--- src/rtl/nibble_serial_adder.sv ---
// Bit-serial-by-nibble adder: one shared 4-bit adder stage walks the operands
// low nibble first, linking nibbles through a registered carry.
module nibble_serial_adder #(
  parameter int WIDTH = 16
) (
  input  logic             clk,
  input  logic             rst_n,
  input  logic             in_valid,
  output logic             in_ready,
  input  logic [WIDTH-1:0] a,
  input  logic [WIDTH-1:0] b,
  input  logic             carry_in,
  output logic             out_valid,
  input  logic             out_ready,
  output logic [WIDTH-1:0] sum,
  output logic             carry_out,
  output logic             busy,
  output logic [1:0]       dbg_state
);

  // WIDTH must be a multiple of 4 and at least 4.
  localparam int N    = WIDTH / 4;
  localparam int IDXW = (N > 1) ? $clog2(N) : 1;
  localparam logic [IDXW-1:0] IDX_LAST = IDXW'(N - 1);

  typedef enum logic [1:0] {
    ST_IDLE = 2'd0,
    ST_RUN  = 2'd1,
    ST_DONE = 2'd2
  } state_e;

  state_e            state_q;
  logic [WIDTH-1:0]  a_q;
  logic [WIDTH-1:0]  b_q;
  logic              c_q;
  logic [IDXW-1:0]   idx_q;
  logic [WIDTH-1:0]  sum_q;
  logic              cout_q;
  logic              out_valid_q;

  logic [3:0]        a_nib;
  logic [3:0]        b_nib;
  logic [4:0]        nib_sum;

  // Handshakes: a transfer happens on a rising edge where valid and ready are
  // both high. in_ready is high only in IDLE, out_valid only in DONE, so an
  // accept and a drain can never share an edge.
  assign in_ready  = (state_q == ST_IDLE);
  assign busy      = (state_q != ST_IDLE);
  assign out_valid = out_valid_q;
  assign sum       = sum_q;
  assign carry_out = cout_q;
  assign dbg_state = state_q;

  always_comb begin
    a_nib = '0;
    b_nib = '0;
    for (int k = 0; k < N; k++) begin
      if (idx_q == IDXW'(k)) begin
        a_nib = a_q[4*k +: 4];
        b_nib = b_q[4*k +: 4];
      end
    end
    nib_sum = {1'b0, a_nib} + {1'b0, b_nib} + {4'b0000, c_q};
  end

  always_ff @(posedge clk or negedge rst_n) begin
    if (!rst_n) begin
      state_q     <= ST_IDLE;
      a_q         <= '0;
      b_q         <= '0;
      c_q         <= 1'b0;
      idx_q       <= '0;
      sum_q       <= '0;
      cout_q      <= 1'b0;
      out_valid_q <= 1'b0;
    end else begin
      case (state_q)
        ST_IDLE: begin
          if (in_valid) begin
            a_q     <= a;
            b_q     <= b;
            c_q     <= carry_in;
            idx_q   <= '0;
            state_q <= ST_RUN;
          end
        end
        ST_RUN: begin
          for (int k = 0; k < N; k++) begin
            if (idx_q == IDXW'(k)) begin
              sum_q[4*k +: 4] <= nib_sum[3:0];
            end
          end
          c_q <= nib_sum[4];
          if (idx_q == IDX_LAST) begin
            cout_q      <= nib_sum[4];
            out_valid_q <= 1'b1;
            state_q     <= ST_DONE;
          end else begin
            idx_q <= idx_q + IDXW'(1);
          end
        end
        ST_DONE: begin
          // Result stays put until the sink takes it.
          if (out_ready) begin
            out_valid_q <= 1'b0;
            state_q     <= ST_IDLE;
          end
        end
        default: begin
          out_valid_q <= 1'b0;
          state_q     <= ST_IDLE;
        end
      endcase
    end
  end

endmodule

--- config.mk ---
export PLATFORM = sky130hd
export DESIGN_NAME = nibble_serial_adder
export DESIGN_NICKNAME = d
export VERILOG_FILES = /design/src/rtl/nibble_serial_adder.sv
export SDC_FILE = /design/constraint.sdc
export NUM_CORES = 1
export LEC_CHECK = 0
export CAP_MARGIN = 25
export CORE_MARGIN = 2
export CORE_UTILIZATION = 40
export CTS_CLUSTER_SIZE = 16
export DETAILED_ROUTE_END_ITERATION = 10
export GPL_TIMING_DRIVEN = 0
export PLACE_DENSITY = 0.67
export SYNTH_ARGS = -nofsm -noshare
export SYNTH_HDL_FRONTEND = slang
export SYNTH_SLANG_ARGS = --single-unit
--- constraint.sdc ---
create_clock -name clk -period 3.65 [get_ports clk]
set_input_delay 0.365 -clock clk [delete_from_list [all_inputs] [get_ports clk]]
set_output_delay 0.365 -clock clk [all_outputs]
set_load 0.01 [all_outputs]
[Word level (Yosys, flattened, before mapping)]
Cells that the tools add are included.
Cells by class
  add/subtract/negate cells: 3
  equality and inequality tests: 9
  mux-type cells: 20
  bitwise gates (word level): 1
  reduce and logical (&&, ||, !) cells: 13
Operator list (number)
  two-way mux 4 bit: 8
  AND reduction 2 bit: 6
  two-way mux 2 bit: 5
  AND reduction 3 bit: 3
  inequality test 2 bit, second input constant: 4
  equality test 2 bit, second input constant: 3
  case mux 2 bit (3 select lines): 1
  adder 4 x 4 -> 5 bit: 1
  adder 5 x 1 -> 5 bit: 1
  equality test 2 x 1 -> 1 bit, second input constant: 2
  logical NOT 2 bit: 2
  case mux 2 bit (2 select lines): 1
  nonzero test 2 bit: 2
  two-way mux 1 bit: 3
  case mux 1 bit (3 select lines): 1
  adder 2 x 1 -> 2 bit, second input constant: 1
  case mux 1 bit (2 select lines): 1
  NOT 1 bit: 1
Storage, ports and cells
  register bits: 55
  bits of input ports: 37
  output and inout port bits: 22
  word-level logic and storage cells: 57

[Depth between registers and ports, before layout]
Gate-level depths: netlist of the first run.
  depth in word-level cells: 8
  mapped depth: 13

[Worst setup path after synthesis of the first run]
Ideal clock, no wire load.
  path kind: reg2reg
  start: reg idx_q[0]
  end: reg sum_q[14], in the netlist sum[14]
  library setup time: 0.133 ns
  arrival: 2.449 ns
  required time: 3.517 ns
  path slack: 1.068 ns
  stages on the path, launching flop included: 12
  buffers on the path: 2
  period minus slack after synthesis: 2.582 ns
  cells stage by stage: dfrtp_1 -> inv_1 -> ha_1 -> clkbuf_1 -> clkbuf_1 -> a221oi_1 -> o31ai_1 -> fa_1 -> inv_1 -> fa_1 -> xor2_1 -> o21ai_0
Between the ends
  longest elaborated chain between the ends: 7
  elaborated cells between the ends (all ways): 15
  classes of those cells: add/sub (2); eq/ne (3); mux (8); reduce/logical (2)
RTL lines
  from (decl): line 36  | logic [IDXW-1:0] idx_q;
  from (signal assigned): line 100  | idx_q <= idx_q + IDXW'(1);
  logical NOT 2 bit: line 59  | if (idx_q == IDXW'(k)) begin
  two-way mux 4 bit (4 in series): line 59
  adder 4 x 4 -> 5 bit: line 64  | nib_sum = {1'b0, a_nib} + {1'b0, b_nib} + {4'b0000, c_q};
  adder 5 x 1 -> 5 bit: line 64
  to (signal, indexed assignment): line 91  | sum_q[4*k +: 4] <= nib_sum[3:0];
  to (decl): line 37  | logic [WIDTH-1:0] sum_q;
Parallel ways exist; a longest one is shown, timed or not.
A chain may end at the register's enable or synchronous reset.

[Final worst setup path of the first run]
  start: reg idx_q[0]
  end: reg sum_q[2], in the netlist sum[2]
Between the ends
  longest elaborated chain between the ends: 7
  elaborated cells between the ends (all ways): 15
  classes of those cells: add/sub (2); eq/ne (3); mux (8); reduce/logical (2)
RTL lines (line)
  logical NOT 2 bit: 59, 90
  two-way mux 4 bit (4 in series): 59
  adder 4 x 4 -> 5 bit: 64
  adder 5 x 1 -> 5 bit: 64
Parallel ways exist; a longest one is shown, timed or not.

==> out/qor.csv, run 1 <==
stage,metric,value,unit
drt,drt wl/cell,15.2,um
sta,Max Slew Vio Count,0,
global_routing,GRT Util Overall,16.0,%
placement,GPL Wtd Cong,0.733,
drt,First-pass DRT Iterations,9,
worst_setup_path,CP max FO,10,
worst_setup_path,crit path max-delay cell type,dfrtp_1,
finish,Diodes inserted,0,
logic_synthesis,Post-Synthesis Cells,215,
worst_setup_path,CP Data Arrival Time,3.47,ns
drt,Total Wirelength,5.45,mm
die,Core ar.,6420,um2
finish,Area growth syn-to-layout,29.5,%
sta,fin crit period,3.28,ns
worst_setup_path,Worst setup SP type,flop,
clock_tree,CTS buffer count,5,
sta,crit share post-route,89.8,%
sta,worst-margin pin slew,0.605,ns
clock_tree,Setup Buffers After CTS,0,
sta,Final Hold Viols,0,
finish,NumNets Final,327,
global_routing,initial antenna violation count,0,
global_routing,pin count of the biggest net entering global routing,31,
clock_tree,Longest Clk Path Bufs,2,
pwr,worst vdd ir,423,uV
drt,DRC,6,
sta,worst rel slew slack,59.7,%
logic_synthesis,YS warnings,0,
clock_tree,root buf cell,clkbuf_8,
placement,HPWL Detailed,4.19,mm
clock_tree,CTS tree,yes,
clock_tree,"Hold-fix buffers, CTS",0,
die,Die Span Y,85.8,um
die,Ports,59,
logic_synthesis,syn_nets,261,
clock_tree,clock sink count,55,
sta,worst hold margin,0.0489,ns
global_routing,gr ovfl total,0,
worst_setup_path,max incr delay on CP,0.43,ns
sta,Worst Skew,0.0130,ns
drt,Iter 0 DRT Violations,99,
sta,Setup TNS,0,ns
placement,PortBufs,58,
clock_tree,H-tree Lvls,2,
job,max capacitance violation total,0,
logic_synthesis,register area share after synthesis,51.4,%
logic_synthesis,Netlist cell types,28,
logic_synthesis,Syn Area/Cell,12.5,um2
clock_tree,Clock transition at path regs,0.11,ns
pwr,power per standard cell area,967,nW/um2
die,die width,85.8,um
run_status,failing checks,design-rule violations,
clock_tree,Clock Latency Late Sink,0.32,ns
worst_setup_path,CP Class,flop to flop,
hold_path,Hold WC Path Type,primary input to async pin,
pwr,Pleak,0.00153,uW
worst_setup_path,crit end category,flop,
global_routing,vias in the first global route,1886,
drt,Routed Antenna Nets,0,
global_routing,first-pass GRT wire length,9.21,mm
finish,share of cells above drive strength 1,19.5,%
die,Row Count,29,
worst_setup_path,worst path required time,3.84,ns
die,DIE AREA,7360,um2
sta,RSZ-0062 raised after global routing,no,
sta,fmax,0.305,GHz
worst_setup_path,"critical path, cell by cell","inv_1, ha_1, clkbuf_1, clkbuf_1, a221oi_1, o31ai_1, fa_1, inv_1, fa_1, xor2_1, o21ai_0",
drt,routed vias/inst,5.04,
die,Starting Density,41.7,%
clock_tree,CTS resizes,0,
drt,Vias,1808,
logic_synthesis,Post-Syn Area,2680,um2
run_status,status,finished with violations,
logic_synthesis,Seq cells post-synth,55,
sta,Final setup viols,0,
worst max-delay path, delay by kind of cell, from the launching register on:
kind | cells | cell delay, ns
compound gates | 3 | 0.69
xor+xnor | 1 | 0.35
fa+ha+maj | 3 | 0.83
buf+inv | 4 | 0.88
flops | 1 | 0.43
power breakdown:
group	leakage [uW]	internal [uW]	total (uW)	switching [uW]
clock network	0.0000502	143	356	213
logic	0.000819	993	1880	891
registers	0.000663	920	1110	191
Yosys cell counts:
| master | count | area (um2) |
|---|---|---|
| nand3b_1 | 1 | 7.51 |
| inv_1 | 10 | 37.5 |
| mux2_4 | 26 | 390 |
| a21o_1 | 2 | 15.0 |
| o21ai_0 | 19 | 95.1 |
| clkbuf_1 | 6 | 22.5 |
| buf_12 | 4 | 80.1 |
| dfrtp_1 | 55 | 1380 |
| o31ai_1 | 6 | 45.0 |
| a22o_2 | 2 | 20.0 |
| mux2_2 | 9 | 101 |
| nand2_1 | 28 | 105 |
| inv_2 | 1 | 3.75 |
| a21oi_1 | 9 | 45.0 |
| mux2i_1 | 1 | 10.0 |
| or2_4 | 1 | 8.76 |
| nor2_1 | 5 | 18.8 |
| a221oi_1 | 5 | 43.8 |
| a22oi_1 | 1 | 7.51 |
| a221o_1 | 2 | 20.0 |
| ha_1 | 7 | 87.6 |
| xor2_1 | 2 | 17.5 |
| fa_1 | 2 | 40.0 |
| o22ai_1 | 1 | 6.26 |
| nor2b_1 | 7 | 43.8 |
| buf_6 | 1 | 11.3 |
| and2_4 | 1 | 8.76 |
| a22o_1 | 1 | 8.76 |
sequential cells by signal, summed over array words and instances (netlist names):
signal,count
dbg_state,2
a_q,16
sum,16
idx_q,2
b_q,16
c_q,1
out_valid,1
carry_out,1
worst paths after layout:
check / cells after the start / start / to / slack [ns]
max: 11 / idx_q[0] / sum[2] / 0.37
min: 1 / rst_n / out_valid / 0.05
max reg2reg: 11 / idx_q[0] / sum[2] / 0.37
min reg2reg: 2 / sum[1] / sum[1] / 0.49
max in group asynchronous: 2 / rst_n / b_q[6] / 3.03
min in group clk: 2 / sum[1] / sum[1] / 0.49
layout make-up:
type,instances,area (um2)
Timing Repair Buffer,59,596
Inverter,11,41.3
Fill cell,582,2960
Clock buffer,5,68.8
Tap cell,77,96.3
Multi-Input combinational cell,138,1150
Clock inverter,3,28.8
Buffer,11,114
Sequential cell,55,1380
routing by layer:
layer	vias to the layer above	routed length, um	GRT usage (%)
met1	872	2690	23.0
met4	0	59	4.33
li1	875	-	-
met2	54	2440	24.9
met5	-	0	0
met3	7	259	3.27
per-stage QoR:
stage	cells	instance area (um2)	utilization [%]	power [uW]	setup slack [ns]
2_1_floorplan	215	2680	-	2360	1.07
3_3_place_gp	350	3350	52.2	2950	0.523
3_5_place_dp	351	3370	52.5	3020	0.357
4_1_cts	359	3470	54.0	3390	0.349
5_1_grt	359	3470	54.0	3640	0.0378
6_report	359	3470	54.0	3350	0.372
kinds of logic (layout without fill, tap and decap cells):
| group | Yosys count | count (layout) | synth area share [%] |
|---|---|---|---|
| AND/OR/NAND/NOR | 43 | 43 | 7.20 |
| XOR/XNOR | 2 | 2 | 0.654 |
| multiplexers | 36 | 36 | 18.7 |
| adder cells (fa/ha/maj) | 9 | 9 | 4.77 |
| buffers and inverters | 22 | 89 | 5.79 |
| flip-flops | 55 | 55 | 51.4 |
| AO/OA/AOI/OAI | 48 | 48 | 11.4 |
cells in the final DEF, fill, tap and decap left out, types with 2 or more instances in the layout:
| master | count |
|---|---|
| a21o_1 | 2 |
| a21oi_1 | 9 |
| a221o_1 | 2 |
| a221oi_1 | 5 |
| a22o_2 | 2 |
| buf_12 | 5 |
| clkbuf_1 | 6 |
| clkbuf_8 | 5 |
| clkdlybuf4s50_1 | 57 |
| clkinv_4 | 2 |
| dfrtp_1 | 55 |
| fa_1 | 2 |
| ha_1 | 7 |
| inv_1 | 10 |
| mux2_2 | 9 |
| mux2_4 | 26 |
| nand2_1 | 28 |
| nor2_1 | 5 |
| nor2b_1 | 7 |
| o21ai_0 | 19 |
| o31ai_1 | 6 |
| xor2_1 | 2 |
(Power assumes the default switching activity.)
==> run 2: changes to the inputs <==
Settings changed: HOLD_SLACK_MARGIN set to 0.03, TNS_END_PERCENT set to 20.
==> results of run 2 <==
Final layout, timing and power as in run 1 (identical DEF).
